## src/rtl/serial_subtractor_4bit_pkg.sv

```systemverilog
// Shared definitions for the bit-serial subtractor: default width, FSM state
// encoding and the bit-counter sizing helper.
package serial_subtractor_4bit_pkg;

    localparam int DEFAULT_WIDTH = 4;

    typedef enum logic {
        IDLE = 1'b0,
        RUN  = 1'b1
    } state_t;

    // A one-bit counter still needs one bit of storage, hence the floor of 1.
    function automatic int cntWidth(input int w);
        return (w <= 2) ? 1 : $clog2(w);
    endfunction

    localparam int DEFAULT_CNT_W = cntWidth(DEFAULT_WIDTH);

endpackage

```

## src/rtl/serial_subtractor_4bit_full_subtractor.sv

```systemverilog
// Single-bit full subtractor cell: d = a - b - br, with the borrow passed on
// to the next more significant bit.
module full_subtractor
    import serial_subtractor_4bit_pkg::*;
(
    input  logic a_i,
    input  logic b_i,
    input  logic br_i,
    output logic d_o,
    output logic br_o
);

    always_comb begin
        d_o  = a_i ^ b_i ^ br_i;
        br_o = (~a_i & b_i) | (~(a_i ^ b_i) & br_i);
    end

endmodule

```

## src/rtl/serial_subtractor_4bit.sv

```systemverilog
// Bit-serial two's-complement subtractor computing D = A - B - Br one bit per
// clock through a single full-subtractor cell, with a start/busy/done handshake.
module serial_subtractor_4bit
    import serial_subtractor_4bit_pkg::*;
#(
    parameter int WIDTH = DEFAULT_WIDTH
) (
    input  logic             clk_in,
    input  logic             rst_in,
    input  logic             start_in,
    input  logic [WIDTH-1:0] A_in,
    input  logic [WIDTH-1:0] B_in,
    input  logic             Br_in,
    output logic             busy_out,
    output logic             done_out,
    output logic [WIDTH-1:0] D_out,
    output logic             Br_out,
    output logic             V_out
);

    localparam int CntW = cntWidth(WIDTH);

    state_t            state_q, state_d;
    logic [WIDTH-1:0]  aSr_q, aSr_d;
    logic [WIDTH-1:0]  bSr_q, bSr_d;
    logic              br_q, br_d;
    logic [CntW-1:0]   cnt_q, cnt_d;
    logic              aMsb_q, aMsb_d;
    logic              bMsb_q, bMsb_d;
    logic [WIDTH-1:0]  dOut_q, dOut_d;
    logic              brOut_q, brOut_d;
    logic              vOut_q, vOut_d;
    logic              done_q, done_d;

    logic              dBit;
    logic              brBit;
    logic              accept;
    logic              lastBit;

    full_subtractor uCell (
        .a_i  (aSr_q[0]),
        .b_i  (bSr_q[0]),
        .br_i (br_q),
        .d_o  (dBit),
        .br_o (brBit)
    );

    assign accept  = (state_q == IDLE) && start_in;
    assign lastBit = (state_q == RUN) && (cnt_q == CntW'(WIDTH - 1));

    always_ff @(posedge clk_in or posedge rst_in) begin
        if (rst_in) begin
            state_q <= IDLE;
        end else begin
            state_q <= state_d;
        end
    end

    always_comb begin
        state_d = state_q;
        case (state_q)
            IDLE:    if (start_in) state_d = RUN;
            RUN:     if (lastBit)  state_d = IDLE;
            default: state_d = IDLE;
        endcase
    end

    always_comb begin
        busy_out = (state_q == RUN);
        done_out = done_q;
        D_out    = dOut_q;
        Br_out   = brOut_q;
        V_out    = vOut_q;
    end

    // The minuend register doubles as the result register: each difference bit
    // enters at the MSB as the consumed minuend bit leaves at the LSB.
    always_comb begin
        aSr_d   = aSr_q;
        bSr_d   = bSr_q;
        br_d    = br_q;
        cnt_d   = cnt_q;
        aMsb_d  = aMsb_q;
        bMsb_d  = bMsb_q;
        dOut_d  = dOut_q;
        brOut_d = brOut_q;
        vOut_d  = vOut_q;
        done_d  = 1'b0;
        if (accept) begin
            aSr_d  = A_in;
            bSr_d  = B_in;
            br_d   = Br_in;
            cnt_d  = '0;
            aMsb_d = A_in[WIDTH-1];
            bMsb_d = B_in[WIDTH-1];
        end else if (state_q == RUN) begin
            aSr_d = {dBit, aSr_q[WIDTH-1:1]};
            bSr_d = {1'b0, bSr_q[WIDTH-1:1]};
            br_d  = brBit;
            cnt_d = cnt_q + CntW'(1);
            if (lastBit) begin
                dOut_d  = {dBit, aSr_q[WIDTH-1:1]};
                brOut_d = brBit;
                vOut_d  = (aMsb_q != bMsb_q) && (dBit != aMsb_q);
                done_d  = 1'b1;
            end
        end
    end

    always_ff @(posedge clk_in or posedge rst_in) begin
        if (rst_in) begin
            aSr_q   <= '0;
            bSr_q   <= '0;
            br_q    <= 1'b0;
            cnt_q   <= '0;
            aMsb_q  <= 1'b0;
            bMsb_q  <= 1'b0;
            dOut_q  <= '0;
            brOut_q <= 1'b0;
            vOut_q  <= 1'b0;
            done_q  <= 1'b0;
        end else begin
            aSr_q   <= aSr_d;
            bSr_q   <= bSr_d;
            br_q    <= br_d;
            cnt_q   <= cnt_d;
            aMsb_q  <= aMsb_d;
            bMsb_q  <= bMsb_d;
            dOut_q  <= dOut_d;
            brOut_q <= brOut_d;
            vOut_q  <= vOut_d;
            done_q  <= done_d;
        end
    end

endmodule

```

## config.mk

```make
export PLATFORM = sky130hd
export DESIGN_NAME = serial_subtractor_4bit
export DESIGN_NICKNAME = d
export VERILOG_FILES = /design/src/rtl/serial_subtractor_4bit_pkg.sv /design/src/rtl/serial_subtractor_4bit_full_subtractor.sv /design/src/rtl/serial_subtractor_4bit.sv
export SDC_FILE = /design/constraint.sdc
export NUM_CORES = 1
export LEC_CHECK = 0
export ABC_AREA = 1
export CORE_MARGIN = 5
export CORE_UTILIZATION = 59
export DETAILED_ROUTE_END_ITERATION = 16
export DONT_BUFFER_PORTS = 1
export HOLD_SLACK_MARGIN = 0.12
export PLACE_DENSITY = 0.75
export SLEW_MARGIN = 25
export SYNTH_ARGS = -nofsm -noshare
export SYNTH_HDL_FRONTEND = slang
export SYNTH_SLANG_ARGS = --single-unit
```

## constraint.sdc

```tcl
create_clock -name clk_in -period 1.7 [get_ports clk_in]
set_input_delay 0.17 -clock clk_in [delete_from_list [all_inputs] [get_ports clk_in]]
set_output_delay 0.17 -clock clk_in [all_outputs]
set_load 0.005 [all_outputs]
```

; Word level (Yosys, flattened, before mapping)
; Cells that the tools add are included.
[totals]
reg_bits = 21
input_bits = 12
output_inout_bits = 8
word_cells = 43
[classes]
add_sub_neg = 1
eq_ne = 3
mux = 14
n_bitwise = 9
reduce_logical = 5
[ops]
columns = op, n
row1 = 4-bit 2-to-1 mux, 4
row2 = 1-bit 2-to-1 mux, 7
row3 = 2-bit 2-to-1 mux, 2
row4 = 1-bit NOT, 4
row5 = 1-bit logical AND, 3
row6 = 3-bit AND reduction, 1
row7 = 2-bit by 1-bit adder with 2-bit output (second input constant), 1
row8 = 1-bit bitwise AND, 2
row9 = 2-bit equality test (second input constant), 1
row10 = 1-bit inequality test, 2
row11 = 1-bit case mux with 2 select lines, 1
row12 = 2-bit nonzero test, 1
row13 = 1-bit bitwise XOR, 2
row14 = 1-bit bitwise OR, 1

; Depth between registers and ports, before layout
[logic_depth]
ltp_word = 6
depth_mapped = 7

; Cells and area by module
; From an unflattened synthesis, not the netlist that was laid out.
[unflattened]
hier_cells = 99
hier_area_um2 = 953.4
[by_module_without_submodules]
columns = mod, n_inst, cells_each, area_per_inst_um2, seq_area_each_um2
row1 = serial_subtractor_4bit, 1, 95, 922.1, 525.5
row2 = full_subtractor, 1, 4, 31.3, 0.0

; Worst setup path after synthesis
; Ideal clock, no wire load.
[synth_path]
path_kind = reg-to-reg
startpoint = register bSr_q[0]
endpoint = register vOut_q (netlist: V_out)
setup_ns = 0.116
t_arrival_ns = 1.164
setup_slack_ns = 0.420
path_stages_with_launch = 8
period_less_slack_ns = 1.280
path_cell_list = dfrtp_1 -> inv_1 -> fa_1 -> inv_1 -> nand3_1 -> nand2_1 -> nand2_1 -> nand2_1
[synth_between]
elab_chain_len = 4
[synth_rtl]
columns = element, line
row1 = start: declaration, serial_subtractor_4bit.sv:25  ; logic [WIDTH-1:0] bSr_q, bSr_d;
row2 = start signal: assignment, serial_subtractor_4bit.sv:124  ; bSr_q <= bSr_d;
row3 = 1-bit bitwise XOR (2 in series), serial_subtractor_4bit_full_subtractor.sv:14  ; d_o = a_i ^ b_i ^ br_i;
row4 = named net dBit, serial_subtractor_4bit.sv:35  ; logic dBit;
row5 = 1-bit inequality test, serial_subtractor_4bit.sv:104  ; vOut_d = (aMsb_q != bMsb_q) && (dBit != aMsb_q);
row6 = 1-bit logical AND, serial_subtractor_4bit.sv:104
row7 = end signal: assignment, serial_subtractor_4bit.sv:131  ; vOut_q <= vOut_d;
row8 = end: declaration, serial_subtractor_4bit.sv:32  ; logic vOut_q, vOut_d;
; The timed path passes the listed nets, and every way through them passes these cells.
; A chain may end at the register's enable or synchronous reset.

; Worst setup path in the final report
; Ends and elaborated chain as after synthesis.

==> results by group <==
Cells and area
  – Layout cell share with drive strength beyond 1: 23.1%
  – Fin area: 1090 um2
  – Synth-to-Final Area Change: 11.5%
  – Finished Layout Cells: 124
  – N_diodes: 0
  – NumNets Final: 123
  – Commonest non-fill, non-tap cell in the layout: nand2_1
  – Final Util: 70.9%
  – Most frequent cells in the layout: nand2_1, dfrtp_1, dlygate4sd3_1

Run
  – Maxcap violations: 0

Floorplan
  – Die W: 50.8 um
  – CORE AREA: 1540 um2
  – Die area: 2580 um2
  – Rows: 14
  – I/O pins: 20
  – Initial Utilization: 63.6%
  – Die H: 50.8 um

Clocking
  – CTS tree: done
  – Clock Path Buffers: 2
  – Cts bufs inserted: 3
  – Worst-Skew Late Latency: 0.30 ns
  – Post-CTS Setup Inserts: 0
  – Clk root buf: clkbuf_4
  – # H-tree levels: 1
  – CTS Sinks: 21
  – Reg clk slew, reported paths: 0.12 ns

Setup path
  – Setup crit start kind: flip-flop
  – Crit-path max cell delay: 0.55 ns
  – Worst-path cell chain: inv_1 -> fa_1 -> inv_1 -> nand3_1 -> nand2_1 -> nand2_1 -> nand2_1
  – Worst Path Max Fanout: 3
  – Critical Path RT: 1.91 ns
  – Top cell by count, worst path: nand2_1
  – Setup CP Type: flip-flop to flip-flop
  – Critical Path AT: 1.56 ns
  – Critical path's slowest cell: fa_1
  – Setup crit end kind: flip-flop

Detailed routing
  – Mean routed wirelength per cell: 13.1 um
  – 1st-iter DRT viols: 7
  – Post-route ant nets: 0
  – DRT Wirelength: 1620 um
  – Via count of the routed design: 655
  – DRC viols: 0
  – Vias/cell: 5.28
  – 1st-pass router iterations: 4

Global routing
  – Met1 Use GR: 18.8%
  – Total GRT Usage: 14.5%
  – GR Overflow Total: 0
  – Most used routing layer: met2
  – M2 GR Usage: 23.3%
  – Number of global-route vias before repair: 653
  – Initial antenna violation count: 0
  – First-pass GRT wire length: 2950 um
  – Pin count of the biggest net entering global routing: 22
  – Met3 capacity usage during global routing: 4.14%

Synthesis
  – Post-Synth Adder-Cell Area: 3.32%
  – Yosys warning count: 0
  – Post-synth cell types: 18
  – Largest family of logic cells by synthesized area: simple AND/OR/NAND/NOR gates
  – Sequential area share after synthesis: 53.6%
  – XOR/XNOR Fraction of Synth Area: 0%
  – Post-synthesis mux area share: 0%
  – Syn avg cell area: 10.1 um2
  – Post-Syn Area: 981 um2
  – Compound-Gate Fraction of Synth Area: 8.55%
  – Post-Syn Instances: 97
  – Simple-gate portion of the synthesized area: 25.8%
  – Flops & latches, synth: 21
  – Syn Nets: 111

STA
  – Final Cycle Share: 79.4%
  – # setup viols final: 0
  – Hold Slack: 0.134 ns
  – Max-slew violation count: 0
  – Slew headroom: 49.1%
  – Max Fclk: 741 MHz
  – Post-route worst setup slack: 0.350 ns
  – Setup TNS: 0 ns
  – Period minus WS final: 1.35 ns
  – Hold Vio Cnt, Final: 0
  – RSZ-0062 raised after global routing: no
  – Worst Skew: 0.00196 ns
  – Worst slew pin tran: 0.762 ns

Placed design
  – Placer congestion estimate: 0.839
  – Port buffer count: 0
  – DP HPWL: 1160 um
  – Placed cell count: 109
  – Area after DPL: 956 um2
  – Pre-CTS setup slack: 0.369 ns

Run status
  – Status: finished clean

Worst hold path
  – Hold crit path type: input port to flip-flop

Pwr
  – Final Power: 1.75 mW
  – Pleak: 0.559 nW
  – Maximum vdd drop: 845 uV
  – Power Dens Cells: 1600 nW/um2
synthesized netlist by cell type:
master / number / share of area [%]
nand3_1: 2 / 1.0
nand2_2: 9 / 5.7
nor2_1: 1 / 0.38
inv_2: 1 / 0.38
ha_1: 1 / 1.3
o211ai_2: 3 / 3.8
nor2_4: 2 / 2.3
nand2_1: 29 / 11
nand2_4: 1 / 1.1
o21ai_0: 1 / 0.51
o21ai_1: 5 / 2.6
nand3_2: 4 / 4.1
buf_6: 4 / 4.6
fa_1: 1 / 2.0
inv_1: 10 / 3.8
o21ai_2: 1 / 0.89
o211ai_1: 1 / 0.77
dfrtp_1: 21 / 54
path summary, 6_finish.rpt:
path | slack, ns | cells after the start | to | start
max reg2reg | 0.35 | 7 | V_out$_DFFE_PP0P_ | bSr_q[0]$_DFFE_PP0P_
min reg2reg | 0.49 | 2 | cnt_q[1]$_DFFE_PP0P_ | cnt_q[1]$_DFFE_PP0P_
max | 0.35 | 7 | V_out$_DFFE_PP0P_ | bSr_q[0]$_DFFE_PP0P_
min | 0.13 | 3 | bMsb_q$_DFFE_PP0P_ | start_in
min in group asynchronous | 0.44 | 2 | done_out$_DFF_PP0_ | rst_in
max in group asynchronous | 0.79 | 2 | aSr_q[2]$_DFFE_PP0P_ | rst_in
power by group:
part           switching (mW)  internal, mW
clock network           0.149        0.0876
logic                   0.358         0.254
registers               0.174         0.724
area by class of cell:
type	instances	area, um2
flip-flops and latches	21	526
fillers	123	448
multi-input cells	61	369
repair buffers	11	110
inverters	11	41.3
clock buffers	3	22.5
well taps	16	20.0
clock inverters	1	5.00
flip-flops by register name, summed over array words and instances (netlist names):
name,count
Br_out,1
bMsb_q,1
bSr_q,4
aSr_q,4
D_out,4
busy_out,1
V_out,1
br_q,1
aMsb_q,1
done_out,1
cnt_q,2
critical path, delay by kind of cell, from the launching register on:
kind	cells	cell delay [ns]
adders and majority gates	1	0.55
DFF	1	0.36
buffers and inverters	2	0.13
and+or+nand+nor	4	0.22
cells by family (layout without fill, tap and decap cells):
group                      Yosys count  after routing
and+or+nand+nor                     48             48
DFF                                 21             21
buffers and inverters               15             26
AOI/OAI and AO/OA                   11             11
adders and majority gates            2              2
layer usage:
layer	part of all wire [%]	routed length [um]
met4	1.4	22
met3	6.5	106
met1	43	699
met5	0	0
met2	49	792
repair_timing:
| action | CTS | global route |
|---|---|---|
| gates resized for setup | 0 | 0 |
| hold buffers | 11 | 0 |
| hold endpoints to repair | 35 | 0 |
Power figures use the tool's default switching activity.
